$ cat src/rtl/sc2110_i2c_target_pkg.sv
// Shared types and constants for the sc2110 I2C target (16-bit register address, 8-bit data).
package sc2110_i2c_target_pkg;

    typedef enum logic [3:0] {
        ST_IDLE,
        ST_DEV,
        ST_DEV_ACK,
        ST_AH,
        ST_AH_ACK,
        ST_AL,
        ST_AL_ACK,
        ST_WDATA,
        ST_WDATA_ACK,
        ST_RDATA,
        ST_RD_MACK,
        ST_WAIT_STOP
    } state_t;

    localparam logic       ACK            = 1'b0;
    localparam logic       NACK           = 1'b1;
    localparam logic [6:0] DEF_SLAVE_ADDR = 7'h30;

endpackage

$ cat src/rtl/sc2110_i2c_target_in_filter.sv
// Pad input conditioning: 2-FF synchronizer, FILT_LEN-sample glitch filter, edge pulses.
module sc2110_i2c_target_in_filter #(
    parameter int unsigned FILT_LEN = 4
) (
    input  logic clk,
    input  logic rst,
    input  logic i_in,
    output logic o_level,
    output logic o_rise,
    output logic o_fall
);

    localparam logic [3:0] LAST = 4'(FILT_LEN - 1);

    logic       r_s1;
    logic       r_s2;
    logic       r_level;
    logic       r_rise;
    logic       r_fall;
    logic [3:0] r_cnt;

    // Idle I2C lines are high, so reset to 1 to avoid a spurious edge at start-up.
    always_ff @(posedge clk) begin
        if (rst) begin
            r_s1    <= 1'b1;
            r_s2    <= 1'b1;
            r_level <= 1'b1;
            r_rise  <= 1'b0;
            r_fall  <= 1'b0;
            r_cnt   <= '0;
        end else begin
            r_s1   <= i_in;
            r_s2   <= r_s1;
            r_rise <= 1'b0;
            r_fall <= 1'b0;
            if (r_s2 != r_level) begin
                if (r_cnt == LAST) begin
                    r_level <= r_s2;
                    r_cnt   <= '0;
                    r_rise  <= r_s2;
                    r_fall  <= ~r_s2;
                end else begin
                    r_cnt <= r_cnt + 4'd1;
                end
            end else begin
                r_cnt <= '0;
            end
        end
    end

    assign o_level = r_level;
    assign o_rise  = r_rise;
    assign o_fall  = r_fall;

endmodule

$ cat src/rtl/sc2110_i2c_target.sv
// I2C target: 7-bit device address, 16-bit register pointer (MSB first), 8-bit data with auto-increment.
module sc2110_i2c_target
    import sc2110_i2c_target_pkg::*;
#(
    parameter logic [6:0]  SLAVE_ADDR = DEF_SLAVE_ADDR,
    parameter int unsigned FILT_LEN   = 4
) (
    input  logic        clk,
    input  logic        rst,
    input  logic        scl_i,
    input  logic        sda_i,
    output logic        sda_oe,
    output logic [15:0] reg_addr,
    output logic [7:0]  reg_wdata,
    output logic        reg_we,
    output logic        reg_re,
    input  logic [7:0]  reg_rdata,
    output logic        busy
);

    logic w_scl, w_scl_rise, w_scl_fall;
    logic w_sda, w_sda_rise, w_sda_fall;
    logic w_start, w_stop;
    logic [7:0] w_byte;

    state_t      r_state;
    logic [2:0]  r_bitcnt;
    logic [7:0]  r_shift;
    logic        r_sda_oe;
    logic [15:0] r_addr;
    logic [7:0]  r_wdata;
    logic        r_we;
    logic        r_re;
    logic        r_load;
    logic        r_busy;
    logic        r_rw;
    logic        r_mack_ok;

    sc2110_i2c_target_in_filter #(.FILT_LEN(FILT_LEN)) u_scl_filt (
        .clk     (clk),
        .rst     (rst),
        .i_in    (scl_i),
        .o_level (w_scl),
        .o_rise  (w_scl_rise),
        .o_fall  (w_scl_fall)
    );

    sc2110_i2c_target_in_filter #(.FILT_LEN(FILT_LEN)) u_sda_filt (
        .clk     (clk),
        .rst     (rst),
        .i_in    (sda_i),
        .o_level (w_sda),
        .o_rise  (w_sda_rise),
        .o_fall  (w_sda_fall)
    );

    assign w_start = w_sda_fall & w_scl;
    assign w_stop  = w_sda_rise & w_scl;
    assign w_byte  = {r_shift[6:0], w_sda};

    always_ff @(posedge clk) begin
        if (rst) begin
            r_state   <= ST_IDLE;
            r_bitcnt  <= '0;
            r_shift   <= '0;
            r_sda_oe  <= 1'b0;
            r_addr    <= '0;
            r_wdata   <= '0;
            r_we      <= 1'b0;
            r_re      <= 1'b0;
            r_load    <= 1'b0;
            r_busy    <= 1'b0;
            r_rw      <= 1'b0;
            r_mack_ok <= 1'b0;
        end else begin
            r_we   <= 1'b0;
            r_re   <= 1'b0;
            r_load <= r_re;
            if (w_stop) begin
                r_state   <= ST_IDLE;
                r_sda_oe  <= 1'b0;
                r_busy    <= 1'b0;
                r_mack_ok <= 1'b0;
            end else if (w_start) begin
                r_state   <= ST_DEV;
                r_bitcnt  <= '0;
                r_sda_oe  <= 1'b0;
                r_mack_ok <= 1'b0;
            end else begin
                case (r_state)
                    ST_DEV: begin
                        if (w_scl_rise) begin
                            r_shift  <= w_byte;
                            r_bitcnt <= r_bitcnt + 3'd1;
                            if (r_bitcnt == 3'd7) begin
                                if (w_byte[7:1] == SLAVE_ADDR) begin
                                    r_state <= ST_DEV_ACK;
                                    r_busy  <= 1'b1;
                                    r_rw    <= w_byte[0];
                                end else begin
                                    r_state <= ST_WAIT_STOP;
                                end
                            end
                        end
                    end
                    ST_AH, ST_AL, ST_WDATA: begin
                        if (w_scl_rise) begin
                            r_shift  <= w_byte;
                            r_bitcnt <= r_bitcnt + 3'd1;
                            if (r_bitcnt == 3'd7) begin
                                if (r_state == ST_AH) begin
                                    r_addr[15:8] <= w_byte;
                                    r_state      <= ST_AH_ACK;
                                end else if (r_state == ST_AL) begin
                                    r_addr[7:0] <= w_byte;
                                    r_state     <= ST_AL_ACK;
                                end else begin
                                    r_we    <= 1'b1;
                                    r_wdata <= w_byte;
                                    r_state <= ST_WDATA_ACK;
                                end
                            end
                        end
                    end
                    // First SCL fall starts the ACK, second fall ends it; r_sda_oe tells them apart.
                    ST_DEV_ACK, ST_AH_ACK, ST_AL_ACK, ST_WDATA_ACK: begin
                        if (w_scl_fall) begin
                            if (!r_sda_oe) begin
                                r_sda_oe <= 1'b1;
                                if (r_state == ST_WDATA_ACK)
                                    r_addr <= r_addr + 16'd1;
                            end else begin
                                r_bitcnt <= '0;
                                if (r_state == ST_DEV_ACK && r_rw) begin
                                    r_re    <= 1'b1;
                                    r_state <= ST_RDATA;
                                end else begin
                                    r_sda_oe <= 1'b0;
                                    case (r_state)
                                        ST_DEV_ACK: r_state <= ST_AH;
                                        ST_AH_ACK:  r_state <= ST_AL;
                                        default:    r_state <= ST_WDATA;
                                    endcase
                                end
                            end
                        end
                    end
                    // SDA stays as it is until read data arrives, so ACK low flows straight into bit 7.
                    ST_RDATA: begin
                        if (r_load) begin
                            r_sda_oe <= ~reg_rdata[7];
                            r_shift  <= {reg_rdata[6:0], 1'b0};
                        end else if (w_scl_fall) begin
                            if (r_bitcnt == 3'd7) begin
                                r_sda_oe  <= 1'b0;
                                r_mack_ok <= 1'b0;
                                r_state   <= ST_RD_MACK;
                            end else begin
                                r_sda_oe <= ~r_shift[7];
                                r_shift  <= {r_shift[6:0], 1'b0};
                                r_bitcnt <= r_bitcnt + 3'd1;
                            end
                        end
                    end
                    ST_RD_MACK: begin
                        if (w_scl_rise) begin
                            if (w_sda == ACK) begin
                                r_mack_ok <= 1'b1;
                                r_addr    <= r_addr + 16'd1;
                            end else begin
                                r_state <= ST_WAIT_STOP;
                                r_busy  <= 1'b0;
                            end
                        end else if (w_scl_fall && r_mack_ok) begin
                            r_mack_ok <= 1'b0;
                            r_re      <= 1'b1;
                            r_bitcnt  <= '0;
                            r_state   <= ST_RDATA;
                        end
                    end
                    ST_IDLE, ST_WAIT_STOP: ;
                    default: r_state <= ST_IDLE;
                endcase
            end
        end
    end

    assign sda_oe    = r_sda_oe;
    assign reg_addr  = r_addr;
    assign reg_wdata = r_wdata;
    assign reg_we    = r_we;
    assign reg_re    = r_re;
    assign busy      = r_busy;

endmodule
$ cat config.mk
export PLATFORM = sky130hd
export DESIGN_NAME = sc2110_i2c_target
export DESIGN_NICKNAME = d
export VERILOG_FILES = /design/src/rtl/sc2110_i2c_target_pkg.sv /design/src/rtl/sc2110_i2c_target_in_filter.sv /design/src/rtl/sc2110_i2c_target.sv
export SDC_FILE = /design/constraint.sdc
export NUM_CORES = 1
export LEC_CHECK = 0
export BUFFER_PORTS_ARGS = -buffer_cell sky130_fd_sc_hd__buf_2
export CAP_MARGIN = 10
export CORE_MARGIN = 5
export CORE_UTILIZATION = 53
export DETAILED_ROUTE_END_ITERATION = 8
export GPL_TIMING_DRIVEN = 0
export PLACE_DENSITY = 0.76
export SYNTH_ARGS = -nofsm -noshare
export SYNTH_HDL_FRONTEND = slang
export SYNTH_SLANG_ARGS = --single-unit
$ cat constraint.sdc
create_clock -name clk -period 1.8 [get_ports clk]
set_clock_uncertainty 0.1 [all_clocks]
set_input_delay 0.18 -clock clk [delete_from_list [all_inputs] [get_ports clk]]
set_output_delay 0.18 -clock clk [all_outputs]
set_load 0.02 [all_outputs]
==> run summary, run 1 <==
crit path DAT = 2240 ps
Final Wtd Congestion = 0.939
maxcap violations = 0
Die Wd = 91.0 um
die area = 8270 um2
commonest non-fill, non-tap cell in the layout = dfxtp_1
Clock Sinks = 64
die height = 91.0 um
core footprint = 6350 um2
IO Pins = 40
Initial Util = 0.547
dpl cell area = 3930 um2
Max-slew headroom = 0.529
largest net degree at the start of global routing = 13
CTS buffer count = 9
antenna fix cells = 0
async set or reset register ratio after synthesis = 0
Distinct cells, synth = 74
Root Driver = clkbuf_8
drt wl/cell = 20.9 um
most frequent cells in the layout = dfxtp_1, buf_2, buf_4
drt first pass iters = 6
# DRC = 0
H-tree lvl count = 3
Max FO, Critical Path = 5
min-delay worst type = in2reg
setup violators final = 42
max-slew violations = 0
Vias/cell = 6.53
RSZ-0062 raised after global routing = yes
CTS clock-pin slew for the worst setup and hold paths = 90 ps
Bufs on Longest Clock Path = 2
Synth warnings = 0
Power Dens Cells = 750 nW/um2
Worst Max-Slew Pin Slew = 706 ps
drt first-iter violations = 398
Mapped Cells = 406
Peak VDD IR = 584 uV
CP Launch Type = register
synthesized area per cell = 8.56 um2
Finished Core Util = 0.793
Leakage = 1.92 nW
CTS tree = yes
Max Freq = 493 MHz
Yosys reg bits = 64
worst-path cell chain = ha_4 -> nand3_2 -> or3b_4 -> or4_1 -> a211oi_2 -> a31o_2
Mapped Area = 3470 um2
Routed WL = 12.4 mm
sequential fraction of the synthesis area = 0.369
HPWL after detailed placement = 6.80 mm
Post-DRT Antenna Nets = 0
final layout net count = 528
Final Cycle Share = 1.13
prevailing post-synth register cell = dfxtp_1
outcome = finished with violations
first-pass GRT wire length = 18.2 mm
CP Capture Type = register
vias in the first global route = 3541
failing checks = setup timing
Rows = 29
Max stage delay cell, worst path = or3b_4
post-route cell area = 5030 um2
vias = 3872
Hold Fails Final Rpt = 0
Critical Path RT = 2010 ps
grt total ovfl = 0
kind of critical path = reg2reg
area delta synth->final = 44.8%
Post-synth EDFFs = 0
layout cell share with drive strength beyond 1 = 0.424
number of I/O port buffers = 38
GRT Overall Usage = 0.271
syn nets = 423
setup ws final = -229 ps
Skew-Pair Late Insertion Delay = 380 ps
initial antenna violation count = 0
max incr delay on CP = 430 ps
Final min period = 2030 ps
timing repair:
| action | CTS | global route |
|---|---|---|
| cloned | 3 | 0 |
| resized for setup | 72 | 40 |
| setup endpoints to repair | 43 | 44 |
| pin swaps | 26 | 17 |
| setup buffers | 41 | 11 |
| hold endpoints to repair | 2 | 0 |
| hold buffers | 2 | 0 |
Yosys cell counts, types with 6 or more instances:
| master | count | share of area |
|---|---|---|
| dfxtp_1 | 64 | 0.37 |
| nor2_1 | 41 | 0.044 |
| nand2_1 | 34 | 0.037 |
| o21ai_0 | 27 | 0.039 |
| a21oi_1 | 23 | 0.033 |
| mux2i_1 | 20 | 0.058 |
| inv_1 | 14 | 0.015 |
| a211oi_1 | 13 | 0.028 |
| clkbuf_1 | 12 | 0.013 |
| nand3_1 | 10 | 0.014 |
| buf_2 | 7 | 0.010 |
| and2_1 | 6 | 0.011 |
| nand4_1 | 6 | 0.011 |
| nor4_1 | 6 | 0.011 |
report_power, final:
part | switching [mW] | total (mW) | internal [mW]
registers | 0.0593 | 1.51 | 1.45
clock network | 0.633 | 1.27 | 0.635
logic | 0.528 | 0.994 | 0.467
total | 1.22 | 3.77 | 2.55
metrics by stage:
step	TNS [ps]	cells	hold slack (ps)	power, mW	setup WS, ps
after CTS	-3180	582	52.7	3.59	-188
after global routing	-8290	593	111	3.87	-274
final	-6610	593	68.8	3.77	-229
after global placement	-11590	521	263	2.13	-458
after floorplan	-684	406	184	1.98	-126
after detailed placement	-12590	521	267	2.13	-442
sequential cells by signal, indices dropped and copies added, names as in the netlist, 3 cells and up:
| signal | flops |
|---|---|
| r_bitcnt | 3 |
| r_shift | 8 |
| r_state | 4 |
| u_sda_filt.r_cnt | 4 |
| u_scl_filt.r_cnt | 4 |
| reg_addr | 16 |
| reg_wdata | 8 |
final timing paths:
kind | startpoint | endpoint | slack (ps) | cells past startpoint
setup / recovery | reg_addr[0]$_SDFFE_PP0P_ | reg_addr[14]$_SDFFE_PP0P_ | -230 | 6
hold / removal | reg_rdata[6] | r_shift[7]$_SDFFE_PP0P_ | 70 | 3
setup reg to reg | reg_addr[0]$_SDFFE_PP0P_ | reg_addr[14]$_SDFFE_PP0P_ | -230 | 6
hold reg to reg | u_scl_filt.r_s1$_SDFF_PP1_ | u_scl_filt.r_s2$_SDFF_PP1_ | 310 | 1
cells by family (layout without fill, tap and decap cells):
group	Yosys count	after routing	synth area share
buffers and inverters	37	147	0.0446
AND/OR/NAND/NOR	160	160	0.268
adder cells (fa/ha/maj)	5	5	0.0180
multiplexers	20	20	0.0576
AO/OA/AOI/OAI	114	114	0.228
flip-flops	64	64	0.369
XOR/XNOR	6	6	0.0151
critical path, delay by kind of cell (launching register included):
kind,cells,cell delay [ps]
simple gates,3,970
flops,1,390
compound gates,2,340
fa+ha+maj,1,160
layout make-up:
cell class | count | area, um2
inverter | 14 | 52.6
timing repair buffer | 95 | 709
multi-input combinational | 305 | 2450
tap | 77 | 96.3
sequential | 64 | 1330
clock buffer | 10 | 128
fill | 384 | 1320
clock inverter | 6 | 61.3
buffer | 22 | 206
metal layers:
metal  GRT usage  wire, um
met1       0.341      4830
met2       0.443      5790
met3      0.0620      1250
met4       0.123       497
met5           0         0
Note: power is estimated with default switching activity, not from simulation.
==> inputs of run 2 (changes only) <==
PLACE_DENSITY = 0.74   (was 0.76)
==> run 2 against run 1 <==
The flow still finishes with violations (setup timing). Sequential share of layout area shrank 0.36 points. Final cell count grew 1.0%. Combinational power grew 11%. Critical path depth is the same. Sequential power is essentially flat. Global-route usage grew 0.34 points. Critical path type unchanged. Largest power group unchanged.
==> run summary, run 2 (synthesis results as in run 1) <==
IO Pins = 40 (unchanged)
Peak VDD IR = 733 uV (was 584 uV)
Worst Max-Slew Pin Slew = 759 ps (was 706 ps)
setup ws final = -361 ps (was -229 ps)
Final Wtd Congestion = 0.896 (was 0.939)
register share of total power = 0.408 (was 0.400)
min-delay worst type = in2reg (unchanged)
CTS clock-pin slew for the worst setup and hold paths = 80 ps (was 90 ps)
RSZ-0062 raised after global routing = yes (unchanged)
Bufs on Longest Clock Path = 2 (unchanged)
Pint = 2.45 mW (was 2.55 mW)
Max FO, Critical Path = 5 (unchanged)
Final min period = 2160 ps (was 2030 ps)
Final Cycle Share = 1.20 (was 1.13)
Largest register FFs = 16 (unchanged)
Net Sw Power = 1.24 mW (was 1.22 mW)
CP Capture Type = register (unchanged)
Gate power share = 0.298 (was 0.264)
outcome = finished with violations (unchanged)
vias = 3930 (was 3872)
Hold Fails Final Rpt = 0 (unchanged)
vias in the first global route = 3679 (was 3541)
Leakage = 1.95 nW (was 1.92 nW)
antenna fix cells = 0 (unchanged)
Critical Path RT = 1950 ps (was 2010 ps)
CP Launch Type = register (unchanged)
Clock Sinks = 64 (unchanged)
CTS tree = yes (unchanged)
drt first pass iters = 5 (was 6)
Vias/cell = 6.56 (was 6.53)
Skew-Pair Late Insertion Delay = 350 ps (was 380 ps)
Reg2Reg Setup Slack = -360 ps (was -230 ps)
HPWL after detailed placement = 6.88 mm (was 6.80 mm)
crit path DAT = 2310 ps (was 2240 ps)
largest net degree at the start of global routing = 12 (was 13)
Hold Slack = 59.8 ps (was 68.8 ps)
die height = 91.0 um (unchanged)
die area = 8270 um2 (unchanged)
Net Sw Frac = 0.337 (was 0.323)
Max-slew headroom = 0.494 (was 0.529)
drt wl/cell = 21.5 um (was 20.9 um)
layout cell share with drive strength beyond 1 = 0.450 (was 0.424)
GRT Overall Usage = 0.275 (was 0.271)
Max Freq = 463 MHz (was 493 MHz)
setup violators final = 42 (unchanged)
CTS buffer count = 9 (unchanged)
commonest non-fill, non-tap cell in the layout = buf_4 (was dfxtp_1)
maxcap violations = 0 (unchanged)
first-pass GRT wire length = 18.7 mm (was 18.2 mm)
number of I/O port buffers = 38 (unchanged)
failing checks = setup timing (unchanged)
grt total ovfl = 0 (unchanged)
Routed WL = 12.9 mm (was 12.4 mm)
Final Instance Count excl. Fillers = 599 (was 593)
most frequent cells in the layout = buf_4, dfxtp_1, buf_2 (was dfxtp_1, buf_2, buf_4)
# DRC = 0 (unchanged)
clock power share = 0.294 (was 0.336)
max-slew violations = 0 (unchanged)
Root Driver = clkbuf_8 (unchanged)
Rows = 29 (unchanged)
Power Dens Cells = 725 nW/um2 (was 750 nW/um2)
initial antenna violation count = 0 (unchanged)
H-tree lvl count = 3 (unchanged)
kind of critical path = reg2reg (unchanged)
Die Wd = 91.0 um (unchanged)
area delta synth->final = 46.8% (was 44.8%)
drt first-iter violations = 532 (was 398)
Initial Util = 0.547 (unchanged)
final layout net count = 534 (was 528)
Post-DRT Antenna Nets = 0 (unchanged)
Placed Cells = 521 (unchanged)
core footprint = 6350 um2 (unchanged)
==> run 2: cell count changes in the layout (fill, tap and decap cells not counted), moves of 3 or more <==
cell      previous run  this run
buf_4               38        48
o21ai_1              3         6
a211oi_1             2         6
a211oi_2             9         6
o21ai_2              4         7
o21ai_0             19        13
==> run 2: layout make-up <==
class | count | area, um2
multi-input combinational | 306 | 2520
sequential | 64 | 1330
fill | 381 | 1250
timing repair buffer | 101 | 752
buffer | 21 | 188
clock buffer | 10 | 128
tap | 77 | 96.3
inverter | 14 | 52.6
clock inverter | 6 | 36.3
==> run 2: per-stage QoR <==
stage | TNS (ps) | utilization | cell area [um2] | power, mW | setup slack [ps]
after floorplan | -684 | - | 3640 | 1.98 | -126
after global placement | -12150 | 0.619 | 3930 | 2.13 | -472
after detailed placement | -13140 | 0.619 | 3930 | 2.14 | -507
after CTS | -3710 | 0.753 | 4780 | 3.45 | -202
after global routing | -11030 | 0.803 | 5100 | 3.83 | -426
final | -8670 | 0.803 | 5100 | 3.70 | -361
==> run 2: per-layer routing <==
metal | routed length, um | track usage | vias to the layer above
li1 | - | - | 1736
met1 | 5110 | 0.353 | 1850
met2 | 6090 | 0.437 | 296
met3 | 1200 | 0.0595 | 48
met4 | 486 | 0.134 | 0
met5 | 0 | 0 | -
==> run 2: timing repair <==
item / 4_1_cts / 5_1_grt
endpoints found under the setup margin: 43 / 45
setup buffers: 40 / 19
pin swaps: 29 / 24
hold buffers: 2 / 0
hold endpoints to repair: 2 / 0
cloned: 4 / 1
gates resized for setup: 80 / 47
==> run 2: path summary, 6_finish.rpt <==
path                                                 start                    endpoint  cells after the start
worst min-delay path                          reg_rdata[6]     r_shift[7]$_SDFFE_PP0P_                      3
worst min register to register  u_sda_filt.r_s1$_SDFF_PP1_  u_sda_filt.r_s2$_SDFF_PP1_                      1
worst max-delay path               r_state[2]$_SDFFE_PP0P_     r_state[1]$_SDFFE_PP0P_                      6
worst max register to register     r_state[2]$_SDFFE_PP0P_     r_state[1]$_SDFFE_PP0P_                      6
==> run 2: critical path, stage by stage, from the launching register on <==
cell     delay [ps]
dfxtp_4         370
buf_4           140
or3b_4          420
a221o_1         410
o21ai_4         150
o21ai_0         210
a21oi_1         260
==> run 2: power by group through the flow <==
stage	clock network, mW	registers [mW]	logic (mW)
after floorplan	0	1.54	0.440
after global placement	0	1.53	0.596
after detailed placement	0	1.53	0.601
after CTS	1.08	1.50	0.862
after global routing	1.17	1.51	1.15
final	1.09	1.51	1.10
==> inputs of run 3 (changes only) <==
CORE_UTILIZATION = 54   (was 53)
CTS_BUF_LIST = sky130_fd_sc_hd__clkbuf_8   (was default)
PLACE_DENSITY = 0.76   (was 0.74)
==> run 3 against run 2 <==
The run still ends with setup timing left. Combinational power is 5% lower. Hold slack better by 59 ps. Design area fell by 0.69%. Sequential cell count unchanged. Clock power up 15%. Wire length down 4.0%. Sequential power is essentially flat. Via count fell by 1.1%. Clock-buffer cell count is the same. Largest power group unchanged.
==> run summary, run 3 (synthesis results as in run 1) <==
Bufs on Longest Clock Path = 2 (unchanged)
kind of critical path = reg2reg (unchanged)
grt total ovfl = 0 (unchanged)
die area = 8140 um2 (was 8270 um2)
Initial Util = 0.550 (was 0.547)
crit path capture = r_state[0]$_SDFFE_PP0P_ (was r_state[1]$_SDFFE_PP0P_)
Max-slew headroom = 0.501 (was 0.494)
Hold Slack = 119 ps (was 59.8 ps)
setup violators final = 36 (was 42)
drt first pass iters = 5 (unchanged)
H-tree lvl count = 3 (unchanged)
most frequent cells in the layout = dfxtp_1, buf_2, nor2_1 (was buf_4, dfxtp_1, buf_2)
final layout net count = 517 (was 534)
Peak VDD IR = 839 uV (was 733 uV)
met1 GRT Util = 0.349 (was 0.353)
Largest register FFs = 16 (unchanged)
initial antenna violation count = 0 (unchanged)
layout cell share with drive strength beyond 1 = 0.442 (was 0.450)
RSZ-0062 raised after global routing = yes (unchanged)
M2 GR Usage = 0.416 (was 0.437)
failing checks = setup timing (unchanged)
CP Launch Type = register (unchanged)
Clock Sinks = 64 (unchanged)
final setup TNS = -6440 ps (was -8670 ps)
GR Layer Usage met3 = 0.0659 (was 0.0595)
min-delay worst type = in2reg (unchanged)
crit path DAT = 2180 ps (was 2310 ps)
core footprint = 6310 um2 (was 6350 um2)
Routed WL = 12.4 mm (was 12.9 mm)
Max FO, Critical Path = 4 (was 5)
Rows = 29 (unchanged)
largest net degree at the start of global routing = 12 (unchanged)
R2R cell count = 6 (unchanged)
Final Cycle Share = 1.15 (was 1.20)
CTS buffer count = 9 (unchanged)
drt wl/cell = 21.3 um (was 21.5 um)
first-pass GRT wire length = 17.5 mm (was 18.7 mm)
worst r2r dst = r_state[0]$_SDFFE_PP0P_ (was r_state[1]$_SDFFE_PP0P_)
hold depth = 3 (unchanged)
Placed Cells = 521 (unchanged)
commonest non-fill, non-tap cell in the layout = dfxtp_1 (was buf_4)
Max Freq = 485 MHz (was 463 MHz)
Critical Path RT = 1910 ps (was 1950 ps)
total power = 3.81 mW (was 3.70 mW)
Die Wd = 90.2 um (was 91.0 um)
global routing's busiest layer = met2 (unchanged)
CTS clock-pin slew for the worst setup and hold paths = 80 ps (about the same)
Reg2Reg Setup Slack = -260 ps (was -360 ps)
Final min period = 2060 ps (was 2160 ps)
Vias/cell = 6.68 (was 6.56)
setup ws final = -264 ps (was -361 ps)
die height = 90.2 um (was 91.0 um)
number of I/O port buffers = 38 (unchanged)
maxcap violations = 0 (unchanged)
RR Startpoint = r_state[2]$_SDFFE_PP0P_ (unchanged)
antenna fix cells = 0 (unchanged)
# DRC = 0 (unchanged)
HPWL after detailed placement = 6.73 mm (was 6.88 mm)
Skew-Pair Late Insertion Delay = 340 ps (was 350 ps)
Final Instance Count excl. Fillers = 582 (was 599)
GRT Overall Usage = 0.262 (was 0.275)
CP Capture Type = register (unchanged)
outcome = finished with violations (unchanged)
area delta synth->final = 45.8% (was 46.8%)
critical path startpoint = r_state[2]$_SDFFE_PP0P_ (unchanged)
Power Dens Cells = 752 nW/um2 (was 725 nW/um2)
Root Driver = clkbuf_8 (unchanged)
drt first-iter violations = 400 (was 532)
Worst Max-Slew Pin Slew = 749 ps (was 759 ps)
vias = 3885 (was 3930)
IO Pins = 40 (unchanged)
Hold Fails Final Rpt = 0 (unchanged)
Leakage = 1.87 nW (was 1.95 nW)
CTS tree = yes (unchanged)
Final Wtd Congestion = 0.925 (was 0.896)
Post-DRT Antenna Nets = 0 (unchanged)
max-slew violations = 0 (unchanged)
vias in the first global route = 3516 (was 3679)
[run 3: worst min-delay path by stage]
stage	to	startpoint	slack, ps
finish	r_shift[5]$_SDFFE_PP0P_	reg_rdata[4]	120
detailed placement	u_scl_filt.r_s1$_SDFF_PP1_	scl_i	260
CTS	r_shift[4]$_SDFFE_PP0P_	reg_rdata[3]	70
global route	r_shift[5]$_SDFFE_PP0P_	reg_rdata[4]	130
floorplan	u_scl_filt.r_s1$_SDFF_PP1_	scl_i	180
global placement	u_scl_filt.r_s1$_SDFF_PP1_	scl_i	260
[run 3: layout make-up]
cell class / count / area [um2]
buffer: 21 / 183
clock buffer: 10 / 138
clock inverter: 6 / 60.1
fill: 378 / 1250
inverter: 14 / 56.3
multi-input combinational: 305 / 2540
sequential: 64 / 1330
tap: 77 / 96.3
timing repair buffer: 85 / 664
[run 3: where the power goes]
part	leakage, nW	internal, mW	switching (mW)
clock network	0.103	0.670	0.582
registers	0.529	1.45	0.0567
logic	1.24	0.490	0.560
[run 3: per-layer routing]
layer | up-vias | routed length [um]
li1 | 1702 | -
met1 | 1830 | 4780
met2 | 275 | 5840
met3 | 78 | 1170
met4 | 0 | 577
met5 | - | 0
[run 3: metrics by stage]
step / setup WS (ps) / cell area (um2) / utilization
final: -264 / 5070 / 0.802
after global routing: -316 / 5070 / 0.802
after CTS: -187 / 4610 / 0.731
after detailed placement: -452 / 3930 / 0.622
after global placement: -464 / 3930 / 0.622
after floorplan: -126 / 3640 / -
[run 3: critical path: stages (launching register included)]
cell	delay [ps]
dfxtp_4	370
buf_12	130
nor4bb_4	540
nand2_1	160
o211a_1	240
a221oi_2	300
a311oi_2	80
[run 3: what timing repair did]
| item | CTS | global route |
|---|---|---|
| buffers inserted | 29 | 12 |
| gates cloned | 3 | 1 |
| endpoints found under the setup margin | 43 | 44 |
| hold buffers | 2 | 0 |
| resized for setup | 48 | 83 |
| pin swaps | 24 | 24 |
| hold endpoints to repair | 2 | 0 |
